**src/rtl/bird_collision_if.sv**
```systemverilog
// Game-control bus for bird_collision: per-frame game inputs in, game status out.
//   master (game top / bench) : drives tick, birdRow, pipeCol, pipePass, start
//                               reads lossDetect, playing, score, hiScore
//   slave  (bird_collision)   : the reverse
interface bird_collision_if;
    localparam int unsigned ROW_W   = 16;
    localparam int unsigned SCORE_W = 8;

    logic               tick;
    logic [ROW_W-1:0]   birdRow;
    logic [ROW_W-1:0]   pipeCol;
    logic               pipePass;
    logic               start;
    logic               lossDetect;
    logic               playing;
    logic [SCORE_W-1:0] score;
    logic [SCORE_W-1:0] hiScore;

    modport master (
        output tick, birdRow, pipeCol, pipePass, start,
        input  lossDetect, playing, score, hiScore
    );

    modport slave (
        input  tick, birdRow, pipeCol, pipePass, start,
        output lossDetect, playing, score, hiScore
    );
endinterface

```
**src/rtl/bird_collision.sv**
```systemverilog
// Flappy-bird game controller: collision detection, BCD scoring, high score,
// and a post-death grace period before a restart is accepted.
// Ports:
//   clock  - system clock, all state updates on its rising edge
//   reset  - synchronous active-high reset, clears all state
//   bus    - bird_collision_if.slave
//            in : tick, birdRow[15:0], pipeCol[15:0], pipePass, start
//            out: lossDetect, playing, score[7:0] (BCD), hiScore[7:0] (BCD)
module bird_collision (
    input  logic              clock,
    input  logic              reset,
    bird_collision_if.slave   bus
);
    localparam int unsigned ROW_W   = 16;
    localparam int unsigned SCORE_W = 8;
    localparam int unsigned GRACE_W = 2;

    typedef enum logic [1:0] {
        S_IDLE = 2'd0,
        S_PLAY = 2'd1,
        S_DEAD = 2'd2
    } state_t;

    state_t             r_state;
    state_t             w_state_nxt;
    logic               r_start_q;
    logic [GRACE_W-1:0] r_grace;
    logic [GRACE_W-1:0] w_grace_nxt;
    logic [SCORE_W-1:0] r_score;
    logic [SCORE_W-1:0] w_score_nxt;
    logic [SCORE_W-1:0] r_hi_score;
    logic [SCORE_W-1:0] w_hi_score_nxt;
    logic               r_loss;
    logic               w_loss_nxt;
    logic               r_playing;
    logic               w_playing_nxt;

    logic               w_start_edge;
    logic [ROW_W-1:0]   w_row_m1;
    logic               w_multi_bit;
    logic               w_collision;
    logic               w_pass;

    // Two-digit BCD increment, saturating at 99.
    function automatic logic [SCORE_W-1:0] bcd_inc(input logic [SCORE_W-1:0] v);
        logic [SCORE_W-1:0] res;
        if (v == SCORE_W'(8'h99)) begin
            res = v;
        end else if (v[3:0] == 4'd9) begin
            res = {v[7:4] + 4'd1, 4'd0};
        end else begin
            res = {v[7:4], v[3:0] + 4'd1};
        end
        return res;
    endfunction

    // Rising edge of the flap key.
    assign w_start_edge = bus.start & ~r_start_q;

    // x & (x-1) is non-zero exactly when more than one bit is set.
    assign w_row_m1    = bus.birdRow - ROW_W'(1);
    assign w_multi_bit = |(bus.birdRow & w_row_m1);

    // Collisions only count on game-update ticks while playing.
    assign w_collision = (r_state == S_PLAY) && bus.tick &&
                         ((|(bus.birdRow & bus.pipeCol)) ||
                          (bus.birdRow == '0) ||
                          w_multi_bit);

    // Collision in the same cycle cancels the pass.
    assign w_pass = (r_state == S_PLAY) && bus.pipePass && !w_collision;

    // State register and registered outputs.
    always_ff @(posedge clock) begin
        if (reset) begin
            r_state    <= S_IDLE;
            r_start_q  <= 1'b0;
            r_grace    <= '0;
            r_score    <= '0;
            r_hi_score <= '0;
            r_loss     <= 1'b0;
            r_playing  <= 1'b0;
        end else begin
            r_state    <= w_state_nxt;
            r_start_q  <= bus.start;
            r_grace    <= w_grace_nxt;
            r_score    <= w_score_nxt;
            r_hi_score <= w_hi_score_nxt;
            r_loss     <= w_loss_nxt;
            r_playing  <= w_playing_nxt;
        end
    end

    // Next-state logic.
    always_comb begin
        w_state_nxt = r_state;
        unique case (r_state)
            S_IDLE: if (w_start_edge) w_state_nxt = S_PLAY;
            S_PLAY: if (w_collision)  w_state_nxt = S_DEAD;
            S_DEAD: if (w_start_edge && (r_grace == GRACE_W'(3))) w_state_nxt = S_PLAY;
            default: w_state_nxt = S_IDLE;
        endcase
    end

    // Next values of the registered outputs, score and grace counter.
    always_comb begin
        w_score_nxt    = r_score;
        w_hi_score_nxt = r_hi_score;
        w_grace_nxt    = r_grace;
        w_loss_nxt     = (w_state_nxt == S_DEAD);
        w_playing_nxt  = (w_state_nxt == S_PLAY);

        unique case (r_state)
            S_IDLE: begin
                if (w_state_nxt == S_PLAY) w_score_nxt = '0;
            end
            S_PLAY: begin
                if (w_pass) w_score_nxt = bcd_inc(r_score);
                if (w_state_nxt == S_DEAD) begin
                    w_grace_nxt = '0;
                    // BCD digits order the same as plain unsigned bytes.
                    if (w_score_nxt > r_hi_score) w_hi_score_nxt = w_score_nxt;
                end
            end
            S_DEAD: begin
                if (w_state_nxt == S_PLAY) begin
                    w_score_nxt = '0;
                end else if (bus.tick && (r_grace != GRACE_W'(3))) begin
                    w_grace_nxt = r_grace + GRACE_W'(1);
                end
            end
            default: ;
        endcase
    end

    assign bus.lossDetect = r_loss;
    assign bus.playing    = r_playing;
    assign bus.score      = r_score;
    assign bus.hiScore    = r_hi_score;

endmodule

```
**src/flat_wrapper.sv**
```systemverilog
// flat-port wrapper written by rule: the top's interface ports become plain ports
module bird_collision_flat 
  (clock, reset, bus_tick, bus_birdRow, bus_pipeCol, bus_pipePass, bus_start, bus_lossDetect, bus_playing, bus_score, bus_hiScore);
  bird_collision_if bus_i ();
  input  logic clock;
  input  logic reset;
  input wire logic [$bits(bus_i.tick)-1:0] bus_tick;
  input wire logic [$bits(bus_i.birdRow)-1:0] bus_birdRow;
  input wire logic [$bits(bus_i.pipeCol)-1:0] bus_pipeCol;
  input wire logic [$bits(bus_i.pipePass)-1:0] bus_pipePass;
  input wire logic [$bits(bus_i.start)-1:0] bus_start;
  output wire logic [$bits(bus_i.lossDetect)-1:0] bus_lossDetect;
  output wire logic [$bits(bus_i.playing)-1:0] bus_playing;
  output wire logic [$bits(bus_i.score)-1:0] bus_score;
  output wire logic [$bits(bus_i.hiScore)-1:0] bus_hiScore;
  assign bus_i.tick = bus_tick;
  assign bus_i.birdRow = bus_birdRow;
  assign bus_i.pipeCol = bus_pipeCol;
  assign bus_i.pipePass = bus_pipePass;
  assign bus_i.start = bus_start;
  assign bus_lossDetect = bus_i.lossDetect;
  assign bus_playing = bus_i.playing;
  assign bus_score = bus_i.score;
  assign bus_hiScore = bus_i.hiScore;
  bird_collision u_core (.clock(clock), .reset(reset), .bus(bus_i));
endmodule
```
**config.mk**
```make
export PLATFORM = sky130hd
export DESIGN_NAME = bird_collision_flat
export DESIGN_NICKNAME = d
export VERILOG_FILES = /design/src/rtl/bird_collision_if.sv /design/src/rtl/bird_collision.sv /design/src/flat_wrapper.sv
export SDC_FILE = /design/constraint.sdc
export NUM_CORES = 1
export LEC_CHECK = 0
export ABC_AREA = 1
export BUFFER_PORTS_ARGS = -buffer_cell sky130_fd_sc_hd__buf_2
export CAP_MARGIN = 25
export CORE_MARGIN = 2
export CORE_UTILIZATION = 56
export CTS_CLUSTER_DIAMETER = 200
export DETAILED_ROUTE_END_ITERATION = 6
export GPL_ROUTABILITY_DRIVEN = 0
export PLACE_DENSITY = 0.86
export SYNTH_ARGS = -nofsm -noshare
export SYNTH_HDL_FRONTEND = slang
export SYNTH_SLANG_ARGS = --single-unit
```
**constraint.sdc**
```tcl
create_clock -name clock -period 6.58 [get_ports clock]
set_clock_uncertainty 0.1 [all_clocks]
set_input_delay 0.329 -clock clock [delete_from_list [all_inputs] [get_ports clock]]
set_output_delay 0.329 -clock clock [all_outputs]
set_load 0.01 [all_outputs]
```
==> results by group <==
GRT
  – Initial antenna violation count: 0
  – First-pass GRT wire length: 7.36 mm
  – Largest net degree at the start of global routing: 17
  – Vias in the first global route: 1837
  – Total grt overflow: 0
  – All-Layer GR Usage: 25.0%

Cells and area
  – Post-layout nets: approximately 420
  – Area delta synth->final: 17.4%
  – Design area: 0.00216 mm^2
  – Final cell count without fillers: 410
  – # diodes: 0
  – Layout cells sized above 1: 18.3%
  – Filler cell count: 305

STA
  – Relative slew slack: 53.9%
  – Pins over their slew limit: 0
  – Setup-failing EPs final: 0
  – RSZ-0062 raised after global routing: false
  – Fin. Hold Viols: 0
  – Max Fclk: 0.286 GHz
  – Fin crit share: between 50% and 60%
  – Post-layout minimum cycle time: between 3 and 4 ns
  – Slew @ Worst Pin: 0.689 ns
  – Setup TNS Final: 0 ns

Pwr
  – Sequential Power Share: 48.0%
  – Power Total: 0.318 mW
  – Switching Fraction: roughly 34%
  – Pwr Density: 147 mW/mm^2
  – Leak: 1.15 nW
  – Int Pwr: approximately 0.21 mW
  – Clock power share: 20.2%
  – Switch Pwr: around 0.11 mW
  – Maximum VDD drop: 0.000147 V
  – Logic gate share of total power: between 30% and 40%

CTS
  – CTS clock-pin slew for the worst setup and hold paths: 0.12 ns
  – H-tree depth: 1
  – TritonCTS clock tree: done
  – Longest Clk Path Bufs: 2
  – Hold-fix buffers, CTS: 0
  – TritonCTS Sinks: 23
  – Setup Buffers After CTS: 0
  – Post-CTS resize count: 0
  – Clock Tree Root: clkbuf_4
  – CTS buffer count: 3
  – Skew-Pair Late Insertion Delay: 0.31 ns

Logic synthesis
  – Seq/Total Area, Yosys: 25.1%
  – Netlist Area Pre-Place: 0.00184 mm^2
  – Synth Register Bits: 23
  – Post-synth top area share: 25.1%
  – Gate Count Post-Synth: 312
  – Cell taking the most area after synthesis: dfxtp_1
  – Cell variety after synth: 24
  – Ys Warns: 0
  – Dominant cells by area after synthesis: dfxtp_1 (25%), nand2_1 (18%), inv_1 (9.0%)
  – Syn_nets: 360
  – Avg Cell Area, Syn: roughly 5.9 um^2

Route
  – DR iter-0 viols: 171
  – 1st-pass router iterations: 4
  – DRC Markers: 0
  – Vias per Instance: roughly 5
  – Post-DRT Antenna Nets: 0
  – Drt total wl: 4.44 mm
  – Drt wl/cell: 10.8 um
  – Vias: between 2000 and 2500

Die
  – Core Region: 0.00308 mm^2
  – Die W: 61.3 um
  – Die H: about 60 um
  – Io pins: 55
  – Row cnt: 20
  – Die footprint: around 0.0038 mm^2
  – Initial Util: 59.7%

Worst hold path
  – HP Start: bus_start
  – Hold Path End: u_core.r_start_q
  – Cells on Worst Hold Path: 3
  – Hold crit path type: in -> reg

Setup path
  – Reg-to-Reg Start: u_core.r_state[0]
  – CP bufs+invs: 3
  – Setup crit end kind: register
  – R2r worst-path depth: 16
  – Reg2Reg Capture Point: u_core.bus.hiScore[2]
  – Top Family by Delay on Critical Path: simple AND/OR/NAND/NOR gates
  – Crit-path max FO: 16
  – Critical path, cell by cell: inv_1 -> nor2_1 -> inv_1 -> nor2_2 -> nand3_1 -> nand2_1 -> inv_1 -> ha_1 -> nand2_1 -> o21ai_0 -> nand2_1 -> nand2_1 -> o21ai_0 -> nor2_2 -> o21ai_0 -> a21oi_1
  – Arrival time worst endpoint: 3.64 ns
  – WS Path Type: reg -> reg
  – Critical Path RT: around 6.7 ns
  – Critical Path Start Type: register
  – Most frequent CP cell: nand2_1
  – CP max stage delay: 0.52 ns
  – Reg2Reg Setup Slack: 3.08 ns
  – CP max stage cell: nor2_1

Place
  – Inst Count DP: ~400
  – Cell Area, Placed: 0.00213 mm^2
  – Number of port buffers: 54
  – HPWL after detailed placement: ~3.6 mm

Run status
  – Outcome: completed

Run
  – Max-cap violations: 0
cell type report:
| type | count | area (um^2) | area share (%) |
|---|---|---|---|
| Inverter | 44 | 165 | 7.66 |
| Multi-Input combinational cell | 241 | 1180 | 54.7 |
| Tap cell | 44 | 55.1 | 2.55 |
| Sequential cell | 23 | 460 | 21.3 |
| Clock buffer | 4 | 26.3 | 1.22 |
| Timing Repair Buffer | 54 | 270 | 12.5 |
state kept, by name (all words and copies together), names as in the netlist:
| name | count |
|---|---|
| u_core.r_start_q | 1 |
| u_core.r_grace | 2 |
| u_core.r_state | 2 |
| u_core.bus.score | 8 |
| u_core.bus.lossDetect | 1 |
| u_core.bus.playing | 1 |
| u_core.bus.hiScore | 8 |
layout by cell type, fill, tap and decap left out:
cell type,Yosys,layout
a211oi_1,1,1
a21oi_1,26,26
nand3_1,29,29
nor2_2,5,5
dfxtp_1,23,23
inv_1,44,44
nor2_1,42,42
o21ai_0,18,18
nand2_2,3,3
nor3_1,1,1
clkbuf_4,0,3
nand2_1,88,88
o21ai_1,2,2
o21a_1,1,1
ha_1,11,11
o211ai_1,1,1
clkbuf_1,1,1
buf_2,1,54
nand2_4,2,2
nand4_1,5,5
a21boi_0,1,1
xor2_1,2,2
o211a_1,1,1
and2_1,2,2
synth_stat cells, drive strengths merged:
| master | instances |
|---|---|
| buf | 3 |
| o211a | 1 |
| o21a | 1 |
| nor3 | 1 |
| clkbuf | 1 |
| a211oi | 1 |
| inv | 44 |
| nand2 | 93 |
| o211ai | 1 |
| nor2 | 47 |
| dfxtp | 23 |
| a21oi | 26 |
| nand3 | 29 |
| a21boi | 1 |
| o21ai | 20 |
| nand4 | 5 |
| xor2 | 2 |
| ha | 11 |
| and2 | 2 |
power groups by stage:
| stage | Sequential, mW | Combinational, mW | Clock, mW |
|---|---|---|---|
| after floorplan | 0.158 | 0.0653 | 0 |
| after global placement | 0.156 | 0.0985 | 0 |
| after detailed placement | 0.156 | 0.101 | 0 |
| after CTS | 0.153 | 0.102 | 0.0659 |
| after global routing | 0.154 | 0.118 | 0.0704 |
| final | 0.153 | 0.101 | 0.0641 |
per-layer routing:
layer | share of wire, % | track usage (%) | wire (um) | up-vias
met5 | 0 | 0 | 0 | -
met2 | 46 | 45.6 | 2060 | 75
li1 | - | - | - | 1110
met1 | 47 | 32.2 | 2070 | 900
met3 | 5.9 | 2.10 | 261 | 6
met4 | 1.0 | 4.66 | 46 | 0
worst reg2reg max path, delay by kind of cell, from the launching register on:
family | cells | cell delay, ns
AO/OA/AOI/OAI | 4 | 0.57
adder cells (fa/ha/maj) | 1 | 0.30
AND/OR/NAND/NOR | 8 | 1.85
buffers and inverters | 3 | 0.25
flip-flops | 1 | 0.38
stage by stage:
step | hold slack [ns] | utilization, % | worst slack, ns
4_1_cts | 0.143 | 70.1 | 3.10
5_1_grt | 0.155 | 70.1 | 2.59
6_report | 0.138 | 70.1 | 3.08
2_1_floorplan | 0.298 | - | 3.71
3_3_place_gp | 0.379 | 69.2 | 3.16
3_5_place_dp | 0.387 | 69.2 | 3.06
kinds of logic (layout without fill, tap and decap cells):
logic type	after synthesis	after routing	share of synthesized area (%)
AOI/OAI and AO/OA	51	51	14.7
DFF	23	23	25.1
and+or+nand+nor	177	177	41.1
buffers and inverters	48	102	10.7
xor gates and xnor gates	2	2	0.954
adders and majority gates	11	11	7.49
worst max path at each step:
| stage | start | end | slack [ns] | cells past startpoint |
|---|---|---|---|---|
| after detailed placement | bus_birdRow[2] | u_core.bus.hiScore[2] | 3.06 | 22 |
| after global routing | u_core.r_state[0] | u_core.bus.hiScore[3] | 2.59 | 16 |
| after global placement | bus_birdRow[2] | u_core.bus.hiScore[2] | 3.16 | 22 |
| after floorplan | bus_birdRow[2] | u_core.bus.hiScore[0] | 3.71 | 24 |
| after CTS | u_core.r_state[0] | u_core.bus.hiScore[2] | 3.10 | 16 |
| final | u_core.r_state[0] | u_core.bus.hiScore[2] | 3.08 | 16 |
Power figures use the tool's default switching activity.
